**config.mk**
```make
export PLATFORM = sky130hd
export DESIGN_NAME = ofdm_tx_scheduler
export DESIGN_NICKNAME = d
export VERILOG_FILES = /design/src/rtl/ofdm_tx_scheduler_pkg.sv /design/src/rtl/ofdm_scrambler.sv /design/src/rtl/ofdm_tx_scheduler.sv
export SDC_FILE = /design/constraint.sdc
export NUM_CORES = 1
export LEC_CHECK = 0
export CORE_AREA = 4 4 150 80
export CTS_CLUSTER_DIAMETER = 200
export CTS_CLUSTER_SIZE = 12
export DETAILED_ROUTE_END_ITERATION = 6
export DIE_AREA = 0 0 154 84
export HOLD_SLACK_MARGIN = 0.05
export PLACE_DENSITY = 0.65
export RECOVER_POWER = 50
export SETUP_SLACK_MARGIN = 0.4
export SLEW_MARGIN = 5
export SYNTH_ARGS = -nofsm -noshare
export SYNTH_HDL_FRONTEND = slang
export SYNTH_HIERARCHICAL = 1
export SYNTH_SLANG_ARGS = --single-unit
```
**constraint.sdc**
```tcl
create_clock -name aclk -period 3.9 [get_ports aclk]
set_clock_uncertainty 0.1 [all_clocks]
set_input_delay 0.39 -clock aclk [delete_from_list [all_inputs] [get_ports aclk]]
set_output_delay 0.39 -clock aclk [all_outputs]
set_load 0.01 [all_outputs]
```
**src/rtl/ofdm_tx_scheduler_pkg.sv**
```systemverilog
// Shared definitions for the OFDM transmit scheduler: FSM encoding, symbol
// geometry helper and the scrambler LFSR constants (x^7 + x^4 + 1).
package ofdm_tx_scheduler_pkg;

  typedef enum logic [2:0] {
    S_IDLE     = 3'd0,
    S_PREAMBLE = 3'd1,
    S_PAYLOAD  = 3'd2,
    S_PAD      = 3'd3,
    S_DRAIN    = 3'd4,
    S_GAP      = 3'd5
  } state_t;

  localparam logic [6:0] LFSR_SEED = 7'h7F;
  // Taps on stages 7 and 4; the XOR of the tapped bits shifts in at bit 0.
  localparam logic [6:0] LFSR_TAPS = 7'b100_1000;

  function automatic int bytes_per_sym(input int n, input int log2m, input int b);
    return (n * log2m) / b;
  endfunction

  function automatic logic [6:0] lfsr_step(input logic [6:0] s);
    return {s[5:0], ^(s & LFSR_TAPS)};
  endfunction

endpackage

```
**src/rtl/ofdm_scrambler.sv**
```systemverilog
// Byte-wide additive scrambler: emits B keystream bits from the current LFSR
// state; load reseeds, advance steps the register by B positions.
module ofdm_scrambler
  import ofdm_tx_scheduler_pkg::*;
#(
  parameter int B = 8
) (
  input  logic         aclk,
  input  logic         aresetn,
  input  logic         load,
  input  logic         advance,
  output logic [B-1:0] key
);

  logic [6:0] lfsr_q;
  logic [6:0] lfsr_nxt;

  always_comb begin
    // NOTE: every variable gets a default before the loop so no path infers a latch.
    lfsr_nxt = lfsr_q;
    key      = '0;
    for (int i = 0; i < B; i++) begin
      lfsr_nxt = lfsr_step(lfsr_nxt);
      key[i]   = lfsr_nxt[0];
    end
  end

  always_ff @(posedge aclk or negedge aresetn) begin
    // NOTE: flops use <= so every register samples pre-edge values.
    if (!aresetn)     lfsr_q <= LFSR_SEED;
    else if (load)    lfsr_q <= LFSR_SEED;
    else if (advance) lfsr_q <= lfsr_nxt;
  end

endmodule

```
**src/rtl/ofdm_tx_scheduler.sv**
```systemverilog
// Frame scheduler feeding a QAM mapper: preamble, payload, pad, drain, gap.
// Define SCRAMBLER_EN to XOR payload bytes with the ofdm_scrambler keystream.
module ofdm_tx_scheduler
  import ofdm_tx_scheduler_pkg::*;
#(
  parameter int             B             = 8,
  parameter int             N             = 16,
  parameter int             LOG2M         = 6,
  parameter int             PREAMBLE_SYMS = 1,
  parameter logic [B-1:0]   PREAMBLE_BYTE = 8'hA5,
  parameter logic [B-1:0]   PAD_BYTE      = 8'h00,
  parameter int             GAP_CYCLES    = 8
) (
  input  logic         aclk,
  input  logic         aresetn,
  input  logic         enable,
  input  logic [7:0]   cfg_carrier_control,
  input  logic [7:0]   cfg_num_syms,
  input  logic [B-1:0] s_tdata,
  input  logic         s_tvalid,
  input  logic         s_tlast,
  output logic         s_tready,
  output logic [B-1:0] m_tdata,
  output logic         m_tvalid,
  input  logic         m_tready,
  output logic [7:0]   carrier_control,
  input  logic         sym_done,
  output logic         frame_busy,
  output logic         frame_done,
  output logic [7:0]   sym_count
);

  localparam int BPS   = bytes_per_sym(N, LOG2M, B);
  localparam int IDX_W = (BPS > 1) ? $clog2(BPS) : 1;
  localparam logic [IDX_W-1:0] LAST_IDX = IDX_W'(BPS - 1);

  state_t           state, state_nxt;
  logic [IDX_W-1:0] gen_idx, tx_idx;
  logic [7:0]       gen_sym, frame_limit, in_flight;
  logic [15:0]      gap_cnt;
  logic [B-1:0]     load_data, payload_key;
  logic             load, load_ok, sent, sym_end_tx, sym_done_ok;
  logic             frame_start, drain_ok, gap_last;

  assign load_ok     = !m_tvalid || m_tready;
  assign sent        = m_tvalid && m_tready;
  assign sym_end_tx  = sent && (tx_idx == LAST_IDX);
  assign sym_done_ok = sym_done && (state != S_IDLE);
  assign frame_start = (state == S_IDLE) && enable;
  assign gap_last    = (int'(gap_cnt) + 1) >= GAP_CYCLES;
  assign s_tready    = (state == S_PAYLOAD) && load_ok;
  assign frame_busy  = (state != S_IDLE);

`ifdef SCRAMBLER_EN
  logic payload_adv;
  // The keystream steps when a payload byte enters the output register; every
  // such byte is eventually sent, so the sequence matches the sent bytes.
  assign payload_adv = (state == S_PAYLOAD) && load;

  ofdm_scrambler #(.B(B)) u_scrambler (
    .aclk    (aclk),
    .aresetn (aresetn),
    .load    (frame_start),
    .advance (payload_adv),
    .key     (payload_key)
  );
`else
  assign payload_key = '0;
`endif

  always_ff @(posedge aclk or negedge aresetn) begin
    if (!aresetn) state <= S_IDLE;
    else          state <= state_nxt;
  end

  always_comb begin
    state_nxt = state;
    load      = 1'b0;
    load_data = '0;
    drain_ok  = 1'b0;
    unique case (state)
      S_IDLE: if (enable) state_nxt = S_PREAMBLE;
      S_PREAMBLE: begin
        load      = load_ok;
        load_data = PREAMBLE_BYTE;
        if (load_ok && gen_idx == LAST_IDX && gen_sym == 8'(PREAMBLE_SYMS - 1))
          state_nxt = S_PAYLOAD;
      end
      S_PAYLOAD: begin
        if (load_ok && s_tvalid) begin
          load      = 1'b1;
          load_data = s_tdata ^ payload_key;
          // A symbol-aligned tlast or the symbol limit ends without padding.
          if (gen_idx == LAST_IDX) begin
            if (s_tlast || (gen_sym + 8'd1) == frame_limit) state_nxt = S_DRAIN;
          end else if (s_tlast) begin
            state_nxt = S_PAD;
          end
        end
      end
      S_PAD: begin
        load      = load_ok;
        load_data = PAD_BYTE;
        if (load_ok && gen_idx == LAST_IDX) state_nxt = S_DRAIN;
      end
      S_DRAIN: begin
        if (!m_tvalid && in_flight == 8'd0) begin
          drain_ok  = 1'b1;
          state_nxt = S_GAP;
        end
      end
      S_GAP: if (gap_last) state_nxt = S_IDLE;
      default: state_nxt = S_IDLE;
    endcase
  end

  // Output register: a new byte may enter only when the slot is empty or draining.
  always_ff @(posedge aclk or negedge aresetn) begin
    if (!aresetn) begin
      m_tvalid <= 1'b0;
      m_tdata  <= '0;
    end else if (load) begin
      m_tvalid <= 1'b1;
      m_tdata  <= load_data;
    end else if (m_tready) begin
      m_tvalid <= 1'b0;
    end
  end

  always_ff @(posedge aclk or negedge aresetn) begin
    if (!aresetn) begin
      gen_idx         <= '0;
      gen_sym         <= '0;
      tx_idx          <= '0;
      sym_count       <= '0;
      in_flight       <= '0;
      frame_limit     <= 8'd1;
      carrier_control <= 8'hFF;
      frame_done      <= 1'b0;
      gap_cnt         <= '0;
    end else begin
      frame_done <= drain_ok;
      gap_cnt    <= (state == S_GAP) ? gap_cnt + 16'd1 : 16'd0;
      if (frame_start) begin
        gen_idx         <= '0;
        gen_sym         <= '0;
        tx_idx          <= '0;
        sym_count       <= '0;
        in_flight       <= '0;
        carrier_control <= cfg_carrier_control;
        frame_limit     <= (cfg_num_syms == 8'd0) ? 8'd1 : cfg_num_syms;
      end else begin
        // gen_* track bytes loaded (sequencing); tx_* track bytes handed off.
        if (load) begin
          gen_idx <= (gen_idx == LAST_IDX) ? '0 : gen_idx + 1'b1;
          if (gen_idx == LAST_IDX)
            gen_sym <= (state == S_PREAMBLE && state_nxt == S_PAYLOAD) ? 8'd0 : gen_sym + 8'd1;
        end
        if (sent) tx_idx <= (tx_idx == LAST_IDX) ? '0 : tx_idx + 1'b1;
        if (sym_end_tx) sym_count <= sym_count + 8'd1;
        if (sym_end_tx && !sym_done_ok)      in_flight <= in_flight + 8'd1;
        else if (!sym_end_tx && sym_done_ok) in_flight <= in_flight - 8'd1;
      end
    end
  end

endmodule

```
Word level (Yosys, flattened, before mapping) --
Cells that the tools add are included.
Storage, ports and cells: register bits 77, input bits 31
Operators by class: $add $sub $neg 8, magnitude comparators 1, equal/unequal tests 9, muxes and demuxes 35, reduce and logical (&&, ||, !) cells 30
Operators with widths (number):
- two-way mux 8 bit | 11
- two-way mux 3 bit | 9
- adder 8 x 1 -> 8 bit (second input constant) | 3
- zero test 8 bit | 3
- two-way mux 4 bit | 6
- one-hot mux 3 bit (6 select lines) | 1
- adder 16 x 1 -> 17 bit (second input constant) | 1
- >= comparator 17 x 4 -> 1 bit (second input constant) | 1
- adder 16 x 1 -> 16 bit (second input constant) | 1
- two-way mux 16 bit | 1
- one-hot mux 8 bit (2 select lines) | 1
- logical AND 1 bit | 12
- nonzero test 2 bit | 5
- equality test 3 x 2 -> 1 bit (second input constant) | 3
- adder 4 x 1 -> 4 bit (second input constant) | 2
- equality test 4 bit (second input constant) | 2
- equality test 8 bit | 1
- subtractor 8 x 1 -> 8 bit (second input constant) | 1
- equality test 3 bit (second input constant) | 2
- nonzero test 3 bit | 2
- two-way mux 1 bit | 5
- equality test 3 x 1 -> 1 bit (second input constant) | 1
- zero test 1 bit | 3
- zero test 3 bit | 1
- 4 further kinds | 5

Depth between registers and ports, before layout --
depth after elaboration 13, mapped depth 13, mapped depth without buffers 12

Worst setup path before layout --
Ideal clock, no wire load.
path type register to register, start point reg state[1], end point reg in_flight[7], library setup time 0.116 ns, data arrival time 2.797 ns, required time 3.684 ns, setup slack 0.888 ns, cell stages (with the launch flop) 13, period minus slack after synthesis 3.012 ns, cells stage by stage dfrtp_1 clkbuf_1 or3_1 clkbuf_1 nand2_1 nand2_1 ha_1 a21oi_1 o21ai_0 a2111oi_0 nor3_1 xnor2_1 o311ai_0
On the way: word-level cells in the longest chain between the ends 6, elaborated cells on any way between the ends 10, those cells by class mux: 2; reduce/logical: 8
Ends and longest elaborated chain:
- from (decl) | RTL line ofdm_tx_scheduler.sv:37 | state_t state, state_nxt;
- from (signal assigned) | RTL line ofdm_tx_scheduler.sv:73 | else state <= state_nxt;
- nonzero test 3 bit (*)
- via frame_busy | RTL line ofdm_tx_scheduler.sv:28 | output logic frame_busy,
- logical AND 1 bit (*) | RTL line ofdm_tx_scheduler.sv:48 | assign sym_done_ok = sym_done && (state != S_IDLE);
- zero test 1 bit | RTL line ofdm_tx_scheduler.sv:161 | if (sym_end_tx && !sym_done_ok) in_flight <= in_flight + 8'd1;
- logical AND 1 bit | RTL line ofdm_tx_scheduler.sv:161
- two-way mux 8 bit | RTL line ofdm_tx_scheduler.sv:161
- two-way mux 8 bit | RTL line ofdm_tx_scheduler.sv:144 | if (frame_start) begin
- to (signal assigned) | RTL line ofdm_tx_scheduler.sv:161
- to (signal assigned) | RTL line ofdm_tx_scheduler.sv:162 | else if (!sym_end_tx && sym_done_ok) in_flight <= in_flight - 8'd1;
- to (decl) | RTL line ofdm_tx_scheduler.sv:39 | logic [7:0] gen_sym, frame_limit, in_flight;
Mark *: on every way through the listed nets, which the timed path passes. The rest lies on a longest branch. A chain may end at the register's enable or synchronous reset.

Worst setup path after layout --
start point reg state[1], end point reg in_flight[7]
On the way: word-level cells in the longest chain between the ends 6, elaborated cells on any way between the ends 10, those cells by class mux: 2; reduce/logical: 8
Ends and longest elaborated chain (RTL line):
- nonzero test 3 bit | ofdm_tx_scheduler.sv:48
- logical AND 1 bit | ofdm_tx_scheduler.sv:48
- zero test 1 bit | ofdm_tx_scheduler.sv:161
- logical AND 1 bit | ofdm_tx_scheduler.sv:161
- two-way mux 8 bit | ofdm_tx_scheduler.sv:161
- two-way mux 8 bit | ofdm_tx_scheduler.sv:144
Several ways; a longest one is shown, not always the timed one.

==> flow_summary.yaml <==
route:
  first_pass_iters: 4
  vias: 3403
  drc: 0
  viasPerCell: 5.376
  wl_per_cell_um: 15.72
  drtIter0Drc: 304
  antenna_left: 0
  wl_um: 9951
floorplanning:
  die_x_um: 154
  start_util_pct: 39.16
  rows: 27
  fp.coreArea_um2: 10710
  ios: 59
  design.die.area_um2: 12940
  die_h_um: 84
placement:
  dpl_cell_area_um2: 4897
  dp_hpwl_um: 7180
  io_buffers: 58
  place_congestion: 0.8383
grt:
  grtUsageMet1_pct: 24.65
  grt_pass1_vias: 3168
  grt_pass1_wl_um: 16260
  grt_max_degree: 78
  grt_use_met3_pct: 4.713
  grt-ovfl-total: 0
  grt.busiest_layer: "met1"
  grt_usage_pct: 15.52
  antenna_found_initial: 0
  grt_util_met2_pct: 20.37
synth:
  syn_area_um2: 4194
  synth_top_area_cell: "dfrtp_1"
  synth_ff_type: "dfrtp_1"
  syn_avg_cell_area_um2: 9.754
  synth_edf_count: 0
  yosysWarnings: 6
  postSynthCellCount: 430
  async_flop_share_pct: 100.0
  netlist.area_leader.share_pct: 40.57
  ys_seq_area_share_pct: 46.21
  ys_types: 59
  synthTopCellsByArea: "dfrtp_1 (41%), dfstp_2 (5.6%), nor2_1 (4.5%)"
  syn_nets: 475
  ys_ff_latch: 77
clocking:
  cts-htree-levels: 3
  tritoncts: "built"
  clkLatencyLatePin_ps: 330
  cts_buffers: 9
  clockBufferDepth: 2
  clk_pin_slew_worst_paths_ps: 60
  cts_root_buf: "clkbuf_16"
  cts_num_sinks: 77
  cts_hold_buf: 0
timing:
  fin_setup_tns_ps: 0
  worst_pin_slew_ps: 1930
  slew_viol_final: 78
  layout_min_cycle_time_ps: 3197
  finalSetupViolations: 0
  hold_viol: 0
  finalCritPeriodShare_pct: 81.98
  fmax_mhz: 312.8
  rsz0062_at_grt: "no"
  slew_headroom_pct: -28.64
setup_path:
  crit_path_end_kind: "flip-flop"
  worst_ep_arrival_time_ps: 3310
  crit_chain: "or3_1 > nand2_1 > nand2_2 > ha_1 > a21oi_1 > o21ai_0 > a2111oi_1 > nor3_1 > xnor2_1 > o311ai_0"
  critPathKind: "flip-flop to flip-flop"
  critPathSlowestCell: "or3_1"
  required_ps: 4020
  max_stage_delay_ps: 530
  cp.buffers_inverters: 0
  start_kind: "flip-flop"
  path_delay_family: "compound AO/OA/AOI/OAI gates"
  cp_max_fo: 11
layout:
  postLayoutCellArea_um2: 5214
  area_delta_synth_final_pct: 24.31
  final_cell_mix: "dfrtp_1 (68), clkdlybuf4s50_1 (51), nor2_1 (49)"
  diodes: 0
  drive_gt1_share_pct: 9.836
  layout.nets: 528
  fillers: 970
  final_common_cell: "dfrtp_1"
run_status:
  outcome: "finished with violations"
  violations: "max-capacitance violations, max-slew violations"
worst_hold_path:
  hp-class: "flip-flop to flip-flop"
job:
  max-cap-violations: 1
power:
  peakVddDrop_v: 0.0003663
  p_leak_nw: 2.171
  pwr_density_cell_nw_per_um2: 632.0
-- cells by family (layout without fill, tap and decap cells) --
family | Yosys count | in the layout | share of synthesized area (%)
compound gates | 70 | 70 | 11.07
mux | 21 | 21 | 5.459
fa+ha+maj | 14 | 14 | 4.356
xor+xnor | 37 | 37 | 7.727
flops | 77 | 77 | 46.21
buf+inv | 27 | 85 | 2.685
simple gates | 184 | 184 | 22.49
-- cell type report --
cell class	count	area, µm²	area share [%]
multi-input cells	326	2155	41.32
flip-flops and latches	77	1938	37.17
repair buffers	60	590.6	11.33
clock buffers	11	232.7	4.464
well taps	145	181.4	3.480
clock inverters	5	82.58	1.584
inverters	9	33.78	0.6479
-- path summary, 6_finish.rpt --
path	to	from	slack [ps]	depth (start not counted)
max reg2reg	in_flight[7]	state[1]	700	10
max in group asynchronous	gap_cnt[15]	aresetn	2070	1
min	gap_cnt[0]	gap_cnt[0]	390	1
max	in_flight[7]	state[1]	700	10
min reg2reg	gap_cnt[0]	gap_cnt[0]	390	1
min in group asynchronous	frame_limit[1]	aresetn	500	1
-- state kept, by name, summed over array words and instances (netlist names) --
signal	count
gap_cnt	16
carrier_control	8
frame_limit	8
gen_sym	8
in_flight	8
m_tdata	8
sym_count	8
gen_idx	4
tx_idx	4
state	3
frame_done	1
m_tvalid	1
-- where the power goes --
| group | total, mW | internal, mW | switching (mW) | leakage (nW) |
|---|---|---|---|---|
| logic | 1.14 | 0.580 | 0.560 | 1.03 |
| clock network | 0.896 | 0.563 | 0.333 | 0.154 |
| registers | 1.26 | 1.05 | 0.211 | 0.985 |
| total | 3.30 | 2.19 | 1.10 | 2.17 |
-- Yosys cell counts (10+ instances only) --
cell / n
a21oi_1: 20
clkbuf_1: 12
dfrtp_1: 68
ha_1: 13
mux2_2: 15
nand2_1: 46
nand3_1: 13
nand4_1: 10
nor2_1: 50
nor3_1: 15
o21ai_0: 17
xnor2_1: 18
xor2_1: 19
-- layer usage --
layer,up-vias,share of wire (%)
met5,-,0
met3,5,8.0
met1,1638,52
met2,121,40
li1,1639,-
met4,0,0.47
-- what timing repair did --
action,CTS,global route
setup endpoints to repair,0,1
resized for setup,0,2
setup buffers,0,0
-- metrics by stage --
step	util [%]	hold WS (ps)	setup WS [ps]	instances	total power, mW
6_report	48.69	393.4	702.6	633	3.295
5_1_grt	48.69	420.9	427.5	633	3.508
4_1_cts	48.67	159.0	587.0	633	3.324
3_5_place_dp	45.73	390.2	275.8	617	2.407
3_3_place_gp	45.73	375.5	437.4	617	2.369
2_1_floorplan	-	-5.591	887.6	430	1.995
Note: power is estimated with default switching activity, not from simulation.
